### config.mk
export PLATFORM = sky130hd
export DESIGN_NAME = mux_scan_seq
export DESIGN_NICKNAME = d
export VERILOG_FILES = /design/src/rtl/mux_pkg.sv /design/src/rtl/rr_next_sel.sv /design/src/rtl/mux_scan_seq.sv
export SDC_FILE = /design/constraint.sdc
export NUM_CORES = 1
export LEC_CHECK = 0
export CELL_PAD_IN_SITES_DETAIL_PLACEMENT = 0
export CELL_PAD_IN_SITES_GLOBAL_PLACEMENT = 1
export CORE_MARGIN = 4
export CORE_UTILIZATION = 35
export DETAILED_ROUTE_END_ITERATION = 6
export PLACE_DENSITY = 0.74
export SYNTH_ARGS = -nofsm -noshare
export SYNTH_HDL_FRONTEND = slang
export SYNTH_HIERARCHICAL = 1
export SYNTH_SLANG_ARGS = --single-unit
### constraint.sdc
create_clock -name clk -period 4.06 [get_ports clk]
set_input_delay 0.609 -clock clk [delete_from_list [all_inputs] [get_ports clk]]
set_output_delay 0.609 -clock clk [all_outputs]
set_load 0.01 [all_outputs]
### src/rtl/mux_pkg.sv
// Shared types and helpers for the scanning channel multiplexer.
// FSM state encoding, mode constants and the index-width helper.
package mux_pkg;

    typedef enum logic [1:0] {
        ST_IDLE  = 2'd0,
        ST_DWELL = 2'd1,
        ST_EMIT  = 2'd2
    } state_t;

    localparam logic MODE_MANUAL = 1'b0;
    localparam logic MODE_SCAN   = 1'b1;

    // Width of an index able to address n items; never narrower than one bit.
    function automatic int idx_w(input int n);
        return (n > 1) ? $clog2(n) : 1;
    endfunction

endpackage

### src/rtl/rr_next_sel.sv
// Round-robin helper: next enabled index above i_cur plus lowest enabled index.
// Purely combinational, zero latency; no handshake of its own.
module rr_next_sel
    import mux_pkg::*;
#(
    parameter int NCH = 16,
    parameter int CW  = idx_w(NCH)
) (
    input  logic [NCH-1:0] i_mask,
    input  logic [CW-1:0]  i_cur,
    output logic [CW-1:0]  o_nxt,
    output logic           o_found,
    output logic [CW-1:0]  o_low
);

    // Scanning downwards lets the last hit win, which is the lowest match.
    always_comb begin
        o_nxt   = '0;
        o_found = 1'b0;
        o_low   = '0;
        for (int i = NCH - 1; i >= 0; i--) begin
            if (i_mask[i]) begin
                o_low = CW'(i);
                if (i > int'(i_cur)) begin
                    o_nxt   = CW'(i);
                    o_found = 1'b1;
                end
            end
        end
    end

endmodule

### src/rtl/mux_scan_seq.sv
// N-channel registered mux: manual select (latency 1) or auto-scan sweep (DWELL cycles per channel).
// Scan samples hold on y_out/y_ch/y_valid until y_ready; manual mode ignores y_ready.
module mux_scan_seq
    import mux_pkg::*;
#(
    parameter int NCH   = 16,
    parameter int W     = 1,
    parameter int DWELL = 4,
    localparam int CW   = idx_w(NCH),
    localparam int DCW  = idx_w(DWELL)
) (
    input  logic             clk,
    input  logic             rst_n,
    input  logic             mode,
    input  logic [CW-1:0]    sel_in,
    input  logic [NCH-1:0]   ch_en,
    input  logic [NCH*W-1:0] din,
    input  logic             start,
    output logic [W-1:0]     y_out,
    output logic [CW-1:0]    y_ch,
    output logic             y_valid,
    input  logic             y_ready,
    output logic             busy
);

    state_t           r_state;
    logic [DCW-1:0]   r_cnt;
    logic [NCH-1:0]   r_mask;
    logic [CW-1:0]    r_ch;
    logic [W-1:0]     r_y_out;
    logic [CW-1:0]    r_y_ch;
    logic             r_y_valid;
    logic             r_busy;

    logic [W-1:0]     w_sel_dat;
    logic             w_sel_ok;
    logic [W-1:0]     w_ch_dat;
    logic [NCH-1:0]   w_mask;
    logic [CW-1:0]    w_nxt;
    logic             w_found;
    logic [CW-1:0]    w_low;

    // Out-of-range selects (non-power-of-2 NCH) match no channel and leave w_sel_ok low.
    always_comb begin
        w_sel_dat = '0;
        w_sel_ok  = 1'b0;
        w_ch_dat  = '0;
        for (int k = 0; k < NCH; k++) begin
            if (CW'(k) == sel_in) begin
                w_sel_dat = din[k*W +: W];
                w_sel_ok  = 1'b1;
            end
            if (CW'(k) == r_ch) begin
                w_ch_dat = din[k*W +: W];
            end
        end
    end

    // IDLE looks at the live enable mask to pick the first channel; a sweep uses the latched one.
    assign w_mask = (r_state == ST_IDLE) ? ch_en : r_mask;

    rr_next_sel #(.NCH(NCH), .CW(CW)) u_rr_next_sel (
        .i_mask  (w_mask),
        .i_cur   (r_ch),
        .o_nxt   (w_nxt),
        .o_found (w_found),
        .o_low   (w_low)
    );

    always_ff @(posedge clk) begin
        if (!rst_n) begin
            r_state   <= ST_IDLE;
            r_cnt     <= '0;
            r_mask    <= '0;
            r_ch      <= '0;
            r_y_out   <= '0;
            r_y_ch    <= '0;
            r_y_valid <= 1'b0;
            r_busy    <= 1'b0;
        end else begin
            case (r_state)
                ST_IDLE: begin
                    if (mode == MODE_MANUAL) begin
                        r_y_ch    <= sel_in;
                        r_y_out   <= w_sel_ok ? w_sel_dat : '0;
                        r_y_valid <= w_sel_ok;
                    end else begin
                        r_y_valid <= 1'b0;
                        if (start && (|ch_en)) begin
                            r_mask  <= ch_en;
                            r_ch    <= w_low;
                            r_cnt   <= '0;
                            r_busy  <= 1'b1;
                            r_state <= ST_DWELL;
                        end
                    end
                end
                ST_DWELL: begin
                    r_cnt <= r_cnt + 1'b1;
                    if (r_cnt == DCW'(DWELL - 1)) begin
                        r_y_out   <= w_ch_dat;
                        r_y_ch    <= r_ch;
                        r_y_valid <= 1'b1;
                        r_state   <= ST_EMIT;
                    end
                end
                ST_EMIT: begin
                    // y_valid is always high here, so y_ready alone completes the handshake.
                    if (y_ready) begin
                        r_y_valid <= 1'b0;
                        if (w_found) begin
                            r_ch    <= w_nxt;
                            r_cnt   <= '0;
                            r_state <= ST_DWELL;
                        end else begin
                            r_busy  <= 1'b0;
                            r_state <= ST_IDLE;
                        end
                    end
                end
                default: r_state <= ST_IDLE;
            endcase
        end
    end

    assign y_out   = r_y_out;
    assign y_ch    = r_y_ch;
    assign y_valid = r_y_valid;
    assign busy    = r_busy;

endmodule

==> flow_metrics.tcl, run 1 <==
set metrics [dict create \
    first_pass_iters 4 \
    clock.fmax_mhz 297 \
    fin_skew_ns 0.00907 \
    synthToLayoutAreaGrowth_pct 24.6 \
    nets 382 \
    ys_ff_latch 31 \
    arrival_ns 3.55 \
    dieHeight_um 93 \
    synthArstFlopShare_pct 0 \
    ir_drop_uv 179 \
    switching_share_pct 38.2 \
    criticalPathCategory "reg -> reg" \
    postSynth.topFlopCell "dfxtp_1" \
    ctsHoldBuffers 0 \
    grt_use_met3_pct 2.74 \
    antenna_cells 0 \
    clk_latency_ns 0.29 \
    r2r_slack_ns 0.69 \
    grt_max_degree 36 \
    drc 0 \
    crit_required_ns 4.24 \
    fin_util_pct 45.6 \
    outcome "finished clean" \
    num_rows 30 \
    syn_nets 342 \
    fin_crit_ns 3.37 \
    r2r_end "r_ch[3]" \
    p_seq_share_pct 26.4 \
    synthCells 296 \
    ys.warnings.count 6 \
    path_max_fanout 13 \
    reg2regPathDepth 12 \
    totalWireLength_um 6520 \
    io_pins 48 \
    avgSynthCellArea_sq_um 8.54 \
    reg2reg_from "r_state[0]" \
    path_clk_slew_ns 0.07 \
    cts_max_path_buffers 2 \
    cts_buffers 5 \
    synth_edf_count 0 \
    gp_congestion 0.913 \
    grt_overflow 0 \
    hold_path_end "r_cnt[1]" \
    setup_viol 0 \
    use_met1_pct 20.3 \
    vias 2362 \
    via_per_inst 5.45 \
    slew_headroom_pct 29.5 \
    tightest_slew_ns 1.05 \
    ant_nets 0 \
    dp_cells 425 \
    first_global_vias 2331 \
    hold_path.class "reg -> reg" \
    grt_pass1_wl_um 11000 \
    root_buffer "clkbuf_8" \
    cts-resized-gates 0 \
    rsz0062_at_grt "no" \
    finalCritPeriodShare_pct 83.0 \
    die_width_um 93 \
    drive_above_1_share_pct 11.9 \
    p_leak_nw 1.26 \
    synth_area_sq_um 2530 \
    cp-startpoint "r_state[0]" \
    fin_tns_setup_ns 0 \
    h-tree-depth 2 \
    cts_setup_buffers 0 \
    endpoint_kind "flip-flop" \
    grt_antenna_before_repair 0 \
    grt_use_total_pct 15.5 \
    grt_use_met2_pct 26.1 \
    initial_core_util_pct 36.6 \
    dp_hpwl_um 5020 \
    clock_sinks 31 \
    drv_cap 0 \
    drv_slew 0 \
    synth_cell_types 53 \
    netSwitchingPower_mw 0.597 \
    cts_tree "done" \
    internal-power_mw 0.966 \
    drt_iter0_drc 115 \
    power.share.clock_pct 20.5 \
    synth-seq-area-share_pct 24.5 \
    hold_violations 0 \
    whs_path_depth 2 \
    grt-busiest-layer "met2" \
    fin_cells 433 \
    io_buffers 47 \
    p_comb_share_pct 53.1 \
    core_sq_um 6910 \
    post_drt_wl_per_cell_um 15.0 \
    die-area_sq_um 8650 \
    startpoint_type "flip-flop" \
    power_density_nw_per_um2 496 \
    hp-start "r_cnt[1]" \
]
## critical path, cell delays in order, from the launching register on
cell and delay, ns:
dfxtp_1 0.34, inv_1 0.08, ha_1 0.52, buf_4 0.25, mux2_2 0.39, a22oi_1 0.27
nand4_1 0.18, or2_1 0.27, a21boi_0 0.27, nor3b_1 0.11, a21oi_2 0.28, mux2i_1 0.23
nor2b_1 0.06
## worst max-delay path by stage
stage,to,cells past startpoint
after floorplan,r_ch[2],14
after global routing,r_ch[2],12
after global placement,r_ch[0],12
after detailed placement,r_ch[2],12
final,r_ch[3],12
after CTS,r_ch[2],12
## kinds of logic (layout without fill, tap and decap cells)
family                   after synthesis  in the layout  share of synthesized area [%]
adder cells (fa/ha/maj)                5              5                           2.47
AO/OA/AOI/OAI                         77             77                           20.4
AND/OR/NAND/NOR                      101            101                           21.4
buffers and inverters                 27             68                           5.89
flip-flops                            31             31                           24.5
multiplexers                          55             55                           25.2
## power by group through the flow
stage | combinational, mW | clock (mW) | sequential, mW
2_1_floorplan | 0.610 | 0 | 0.409
3_3_place_gp | 0.823 | 0 | 0.420
3_5_place_dp | 0.828 | 0 | 0.421
4_1_cts | 0.830 | 0.326 | 0.414
5_1_grt | 0.919 | 0.341 | 0.424
6_report | 0.830 | 0.320 | 0.413
## stage by stage
| stage | cell area, sq um | worst slack (ns) | hold WS [ns] | power (mW) |
|---|---|---|---|---|
| after floorplan | 2530 | 0.770 | 0.442 | 1.02 |
| after global placement | 3030 | 0.703 | 0.452 | 1.24 |
| after detailed placement | 3030 | 0.654 | 0.467 | 1.25 |
| after CTS | 3150 | 0.656 | 0.478 | 1.57 |
| after global routing | 3150 | 0.317 | 0.507 | 1.68 |
| final | 3150 | 0.690 | 0.472 | 1.56 |
## metal layers
| layer | vias to the layer above | wire length (um) |
|---|---|---|
| li1 | 1181 | - |
| met5 | - | 0 |
| met1 | 1110 | 3130 |
| met4 | 0 | 64 |
| met2 | 63 | 2990 |
| met3 | 8 | 334 |
## synthesized netlist by cell type, types with 4 or more instances
master / instances / area share [%]
inv_1: 9 / 1.3
a21oi_1: 13 / 2.6
a22oi_1: 4 / 1.2
nor2_1: 15 / 2.2
nand4_1: 4 / 0.99
dfxtp_1: 31 / 25
clkbuf_1: 5 / 0.74
nor2b_1: 23 / 5.7
mux2i_1: 30 / 12
nand2b_1: 5 / 1.2
mux4_2: 5 / 4.5
nand3b_1: 4 / 1.2
o211a_1: 5 / 2.0
buf_2: 7 / 1.4
a21boi_0: 6 / 1.8
nor4_1: 7 / 1.7
mux2_2: 20 / 8.9
nand3_1: 8 / 1.6
ha_1: 5 / 2.5
o21ai_0: 19 / 3.8
nand2_1: 21 / 3.1
## area by class of cell
cell class / count / area (sq um)
fillers: 729 / 3750
multi-input cells: 238 / 1760
flip-flops and latches: 31 / 621
repair buffers: 51 / 500
well taps: 96 / 120
clock buffers: 6 / 82.6
clock inverters: 2 / 35.0
inverters: 9 / 33.8
## state kept, by name, summed over array words and instances (netlist names)
| register | cells |
|---|---|
| y_out | 1 |
| y_ch | 4 |
| y_valid | 1 |
| busy | 1 |
| r_ch | 4 |
| r_mask | 16 |
| r_cnt | 2 |
| r_state | 2 |
## cell usage in the layout (no fill, tap or decap), types with 3 or more instances in the layout
master and n:
mux2i_1 30, buf_4 4, nor4_1 7, nor2b_1 23, inv_1 9, a22oi_1 4, ha_1 5, o21ai_0 19
nor2_1 15, dfxtp_1 31, a21oi_1 13, mux4_2 5, nand3_1 8, clkbuf_8 6, o211a_1 5, a21o_1 3
or3_1 3, a21boi_0 6, nand3b_1 4, o21ai_1 3, clkdlybuf4s50_1 47, nand4_1 4, nand2_1 21, nand2b_1 5
a31oi_1 3, o2111ai_1 3, mux2_2 20, nor3_1 3
Power figures use the tool's default switching activity.
==> run 2: changes to the inputs <==
Settings changed: PLACE_DENSITY 0.74 to 0.77.
Clock period 4.06 ns to 2.8 ns, I/O delays scaled along.
==> run 2 against run 1 <==
  * Register-to-register slack worse by 0.67 ns
  * Routed wire length is 17% higher
  * Sequential share of layout area down 3.1 points
  * Utilization grew 8.6 points
  * Fmax is 21% higher
  * Critical path depth is 1 higher
  * Global-route usage increased by 2.8 points
  * Worst hold slack lost 0.0015 ns
  * Clock skew is 0.0037 ns higher
  * Sequential power rose by 42%
  * Die area unchanged
  * Critical endpoint is now r_ch[1]
  * Largest cell class unchanged
  * Largest power group unchanged
==> flow_metrics.tcl, run 2 (same netlist as run 1, synthesis figures left out) <==
set metrics [dict create \
    outcome "finished clean" \
    whs_path_depth 2 \
    fin_util_pct 54.2 \
    grt_overflow 0 \
    gp_congestion 0.904 \
    first_pass_iters 6 \
    regMostFlops "r_mask" \
    arrival_ns 2.95 \
    vias 2641 \
    ir_drop_uv 323 \
    clock.fmax_mhz 359 \
    n_fill_cell 677 \
    finalCritPeriodShare_pct 99.4 \
    nets 446 \
    ant_nets 0 \
    grt_pass1_wl_um 12800 \
    core_sq_um 6910 \
    largest_reg_flops 16 \
    path_clk_slew_ns 0.07 \
    grt_use_total_pct 18.3 \
    hold_path.class "reg -> reg" \
    via_per_inst 5.31 \
    power_density_nw_per_um2 720 \
    drv_cap 0 \
    antenna_cells 0 \
    die-area_sq_um 8650 \
    fin_skew_ns 0.0128 \
    cts_max_path_buffers 2 \
    reg2regPathDepth 13 \
    drt_iter0_drc 96 \
    drv_slew 0 \
    initial_core_util_pct 36.6 \
    endpoint_kind "flip-flop" \
    drc 0 \
    setup_viol 0 \
    fin_tns_setup_ns 0 \
    tightest_slew_ns 0.597 \
    dieHeight_um 93 \
    startpoint_type "flip-flop" \
    h-tree-depth 2 \
    final_common_cell "buf_4" \
    rsz0062_at_grt "yes" \
    criticalPathCategory "reg -> reg" \
    fin_crit_ns 2.78 \
    cts_tree "done" \
    grt_max_degree 21 \
    num_rows 30 \
    clk_latency_ns 0.29 \
    dp_hpwl_um 5830 \
    first_global_vias 2744 \
    synthToLayoutAreaGrowth_pct 48.1 \
    totalWireLength_um 7650 \
    post_drt_wl_per_cell_um 15.4 \
    crit_required_ns 2.97 \
    grt_antenna_before_repair 0 \
    cts_buffers 5 \
    slew_headroom_pct 60.1 \
    io_pins 48 \
    die_width_um 93 \
    holdWs_ns 0.470 \
    path_max_fanout 8 \
    p_leak_nw 1.62 \
    drive_above_1_share_pct 29.2 \
    io_buffers 47 \
    root_buffer "clkbuf_8" \
    hold_violations 0 \
    clock_sinks 31 \
    layout_common_cells "buf_4 (64), clkdlybuf4s50_1 (47), mux2i_1 (30)" \
]
run 2: cell types whose count changed in the layout (fill, tap and decap cells not counted), sizes merged:
cell,change
buf,+64
clkinvlp,+1
bufinv,-1
run 2: layer usage:
layer | global-route usage (%) | share of wire, %
met4 | 4.88 | 1.3
met2 | 33.9 | 50
met3 | 2.98 | 3.8
met1 | 21.7 | 45
met5 | 0 | 0
run 2: worst paths after layout:
path / slack (ns) / startpoint / to
setup / recovery: 0.02 / r_state[0] / r_ch[1]
setup reg to reg: 0.02 / r_state[0] / r_ch[1]
hold reg to reg: 0.47 / r_cnt[1] / r_cnt[1]
hold / removal: 0.47 / r_cnt[1] / r_cnt[1]
run 2: area by class of cell:
type | instances | area [sq um] | area share, %
Clock buffer | 6 | 72.6 | 1.94
Clock inverter | 2 | 12.5 | 0.334
Tap cell | 96 | 120 | 3.21
Inverter | 9 | 33.8 | 0.902
Multi-Input combinational cell | 238 | 1850 | 49.3
Sequential cell | 31 | 623 | 16.6
Timing Repair Buffer | 115 | 1040 | 27.7
run 2: power breakdown:
| group | leakage [nW] | switching (mW) | internal, mW |
|---|---|---|---|
| logic | 1.33 | 0.771 | 0.990 |
| registers | 0.254 | 0.0634 | 0.524 |
| clock network | 0.0412 | 0.176 | 0.174 |
| total | 1.62 | 1.01 | 1.69 |
run 2: timing repair:
| action | in CTS | in global routing |
|---|---|---|
| resized for setup | 14 | 8 |
| cloned | 1 | 0 |
| buffers inserted | 13 | 4 |
| endpoints found under the setup margin | 4 | 5 |
| hold buffers | 0 | 0 |
| pin swaps | 10 | 11 |
run 2: metrics by stage:
stage                     instances  power [mW]  instance area [sq um]  setup WS [ns]
after floorplan                 296        1.51                   2550        0.00355
after global placement          471        2.05                   3420        -0.0410
after detailed placement        471        2.07                   3420         -0.204
after CTS                       493        2.65                   3690        -0.0203
after global routing            497        2.90                   3750         -0.105
final                           497        2.70                   3750         0.0181
run 2: critical path, cell delays in order, from the launching register on:
cell	delay [ns]
dfxtp_2	0.33
inv_2	0.07
ha_4	0.16
buf_12	0.14
buf_4	0.12
mux2_2	0.35
o22ai_1	0.21
nand4_1	0.17
or2_1	0.30
a21boi_2	0.23
nor3b_2	0.09
a21oi_4	0.21
mux2i_1	0.23
nor2b_1	0.06
==> run 3: changes to the inputs <==
Settings changed: CELL_PAD_IN_SITES_DETAIL_PLACEMENT 0 to unset, CELL_PAD_IN_SITES_GLOBAL_PLACEMENT 1 to unset, PLACE_DENSITY 0.77 to 0.61.
==> run 3 against run 2 <==
  * Non-clock buffer count fell by 13
  * Final cell count shrank 2.6%
  * Combinational power is 6% lower
  * Worst hold slack better by 0.0092 ns
  * Routed wire length down 0.68%
  * Register-to-register slack improved by 0.03 ns
  * Cell area shrank 2.5%
  * Largest cell class unchanged
  * Largest power group unchanged
==> flow_metrics.tcl, run 3 (same netlist as run 1, synthesis figures left out) <==
set metrics [dict create \
    die_width_um 93 \
    fin_tns_setup_ns 0 \
    clk_latency_ns 0.29 \
    totalWireLength_um 7600 \
    whs_path_depth 2 \
    root_buffer "clkbuf_8" \
    slew_headroom_pct 58.3 \
    io_pins 48 \
    ant_nets 0 \
    outcome "finished clean" \
    arrival_ns 2.93 \
    hold_path.class "reg -> reg" \
    via_per_inst 5.34 \
    cts_tree "done" \
    rsz0062_at_grt "yes" \
    drc 0 \
    endpoint_kind "flip-flop" \
    die-area_sq_um 8650 \
    r2r_end "r_ch[0]" \
    clock.fmax_mhz 363 \
    h-tree-depth 2 \
    regMostFlops "r_mask" \
    grt_pass1_wl_um 12500 \
    fin_crit_ns 2.75 \
    io_buffers 47 \
    largest_reg_flops 16 \
    reg2regPathDepth 13 \
    path_clk_slew_ns 0.07 \
    path_max_fanout 6 \
    initial_core_util_pct 36.6 \
    final_common_cell "buf_4" \
    worst_slack_ns 0.0453 \
    grt_use_total_pct 17.8 \
    gp_congestion 0.915 \
    dp_hpwl_um 5550 \
    power_density_nw_per_um2 712 \
    crit_required_ns 2.97 \
    place_ws_ns -0.0766 \
    startpoint_type "flip-flop" \
    finalCritPeriodShare_pct 98.4 \
    drt_iter0_drc 124 \
    r2r_slack_ns 0.05 \
    drv_slew 0 \
    clock_sinks 31 \
    drive_above_1_share_pct 27.8 \
    layout_common_cells "buf_4 (51), clkdlybuf4s50_1 (47), mux2i_1 (30)" \
    reg2reg_from "r_state[0]" \
    crit_path_top_delay_cell "dfxtp_2" \
    setup_viol 0 \
    dp_cells 463 \
    fin_skew_ns 0.0147 \
    path_cells "inv_2 > ha_4 > buf_8 > mux2_4 > nor2b_2 > o21ai_2 > nand4_1 > or2_4 > a21boi_4 > nor3b_2 > a21oi_2 > mux2i_1 > nor2b_1" \
    dieHeight_um 93 \
    hp-start "r_cnt[1]" \
    max_stage_delay_ns 0.33 \
    cts_buffers 5 \
    first_global_vias 2691 \
    ir_drop_uv 327 \
    num_rows 30 \
    holdWs_ns 0.480 \
    tightest_slew_ns 0.624 \
    synthToLayoutAreaGrowth_pct 44.5 \
    nets 433 \
    grt_antenna_before_repair 0 \
    cts_max_path_buffers 2 \
    hold_path_end "r_cnt[1]" \
    post_drt_wl_per_cell_um 15.7 \
    p_leak_nw 1.56 \
    antenna_cells 0 \
    criticalPathCategory "reg -> reg" \
    drv_cap 0 \
    core_sq_um 6910 \
    vias 2584 \
    grt_max_degree 21 \
    fin_cells 484 \
    hold_violations 0 \
    grt_overflow 0 \
    first_pass_iters 4 \
]
## run 3: cell count changes in the layout (fill, tap and decap cells not counted), sizes merged
cell  before  now
buf       68   55
## run 3: cell type report
class,count,area (sq um)
Tap cell,96,120
Sequential cell,31,623
Timing Repair Buffer,102,923
Inverter,9,33.8
Clock buffer,6,72.6
Multi-Input combinational cell,238,1870
Clock inverter,2,12.5
Fill cell,674,3250
## run 3: how the worst max path moves through the flow
stage,from,endpoint,slack [ns]
floorplan,r_state[1],r_ch[2],0.004
global placement,ch_en[7],r_ch[1],-0.04
detailed placement,ch_en[7],r_ch[1],-0.08
CTS,r_state[1],r_ch[0],0.02
global route,r_state[0],r_ch[2],-0.14
finish,r_state[0],r_ch[0],0.05
## run 3: metrics by stage
| stage | utilization, % | power (mW) | area (sq um) |
|---|---|---|---|
| finish | 52.9 | 2.60 | 3650 |
| detailed placement | 48.6 | 2.01 | 3360 |
| floorplan | - | 1.51 | 2550 |
| CTS | 51.6 | 2.54 | 3570 |
| global placement | 48.6 | 2.00 | 3360 |
| global route | 52.9 | 2.78 | 3650 |
## run 3: routing by layer
| layer | global-route usage (%) | wire length (um) | share of wire, % | up-vias |
|---|---|---|---|---|
| met5 | 0 | 0 | 0 | - |
| met4 | 6.84 | 171 | 2.3 | 0 |
| met3 | 3.06 | 376 | 4.9 | 16 |
| met2 | 31.9 | 3710 | 49 | 94 |
| met1 | 21.1 | 3340 | 44 | 1193 |
| li1 | - | - | - | 1281 |
## run 3: worst max-delay path: cells and delay by family, from the launching register on
| kind | cells | cell delay (ns) |
|---|---|---|
| fa+ha+maj | 1 | 0.21 |
| compound gates | 3 | 0.58 |
| buf+inv | 2 | 0.22 |
| simple gates | 5 | 0.74 |
| mux | 2 | 0.54 |
| flops | 1 | 0.33 |
## run 3: report_power, final
part           internal [mW]  leakage, nW  total [mW]  switching (mW)
clock network          0.174       0.0412       0.354           0.180
logic                  0.903         1.26        1.66           0.756
registers              0.523        0.254       0.589          0.0653
total                   1.60         1.56        2.60            1.00
## run 3: timing repair
item	CTS	global route
buffers inserted	8	6
resized for setup	17	17
endpoints found under the setup margin	4	5
hold buffers	0	0
endpoints found under the hold margin	0	0
pin swaps	11	12
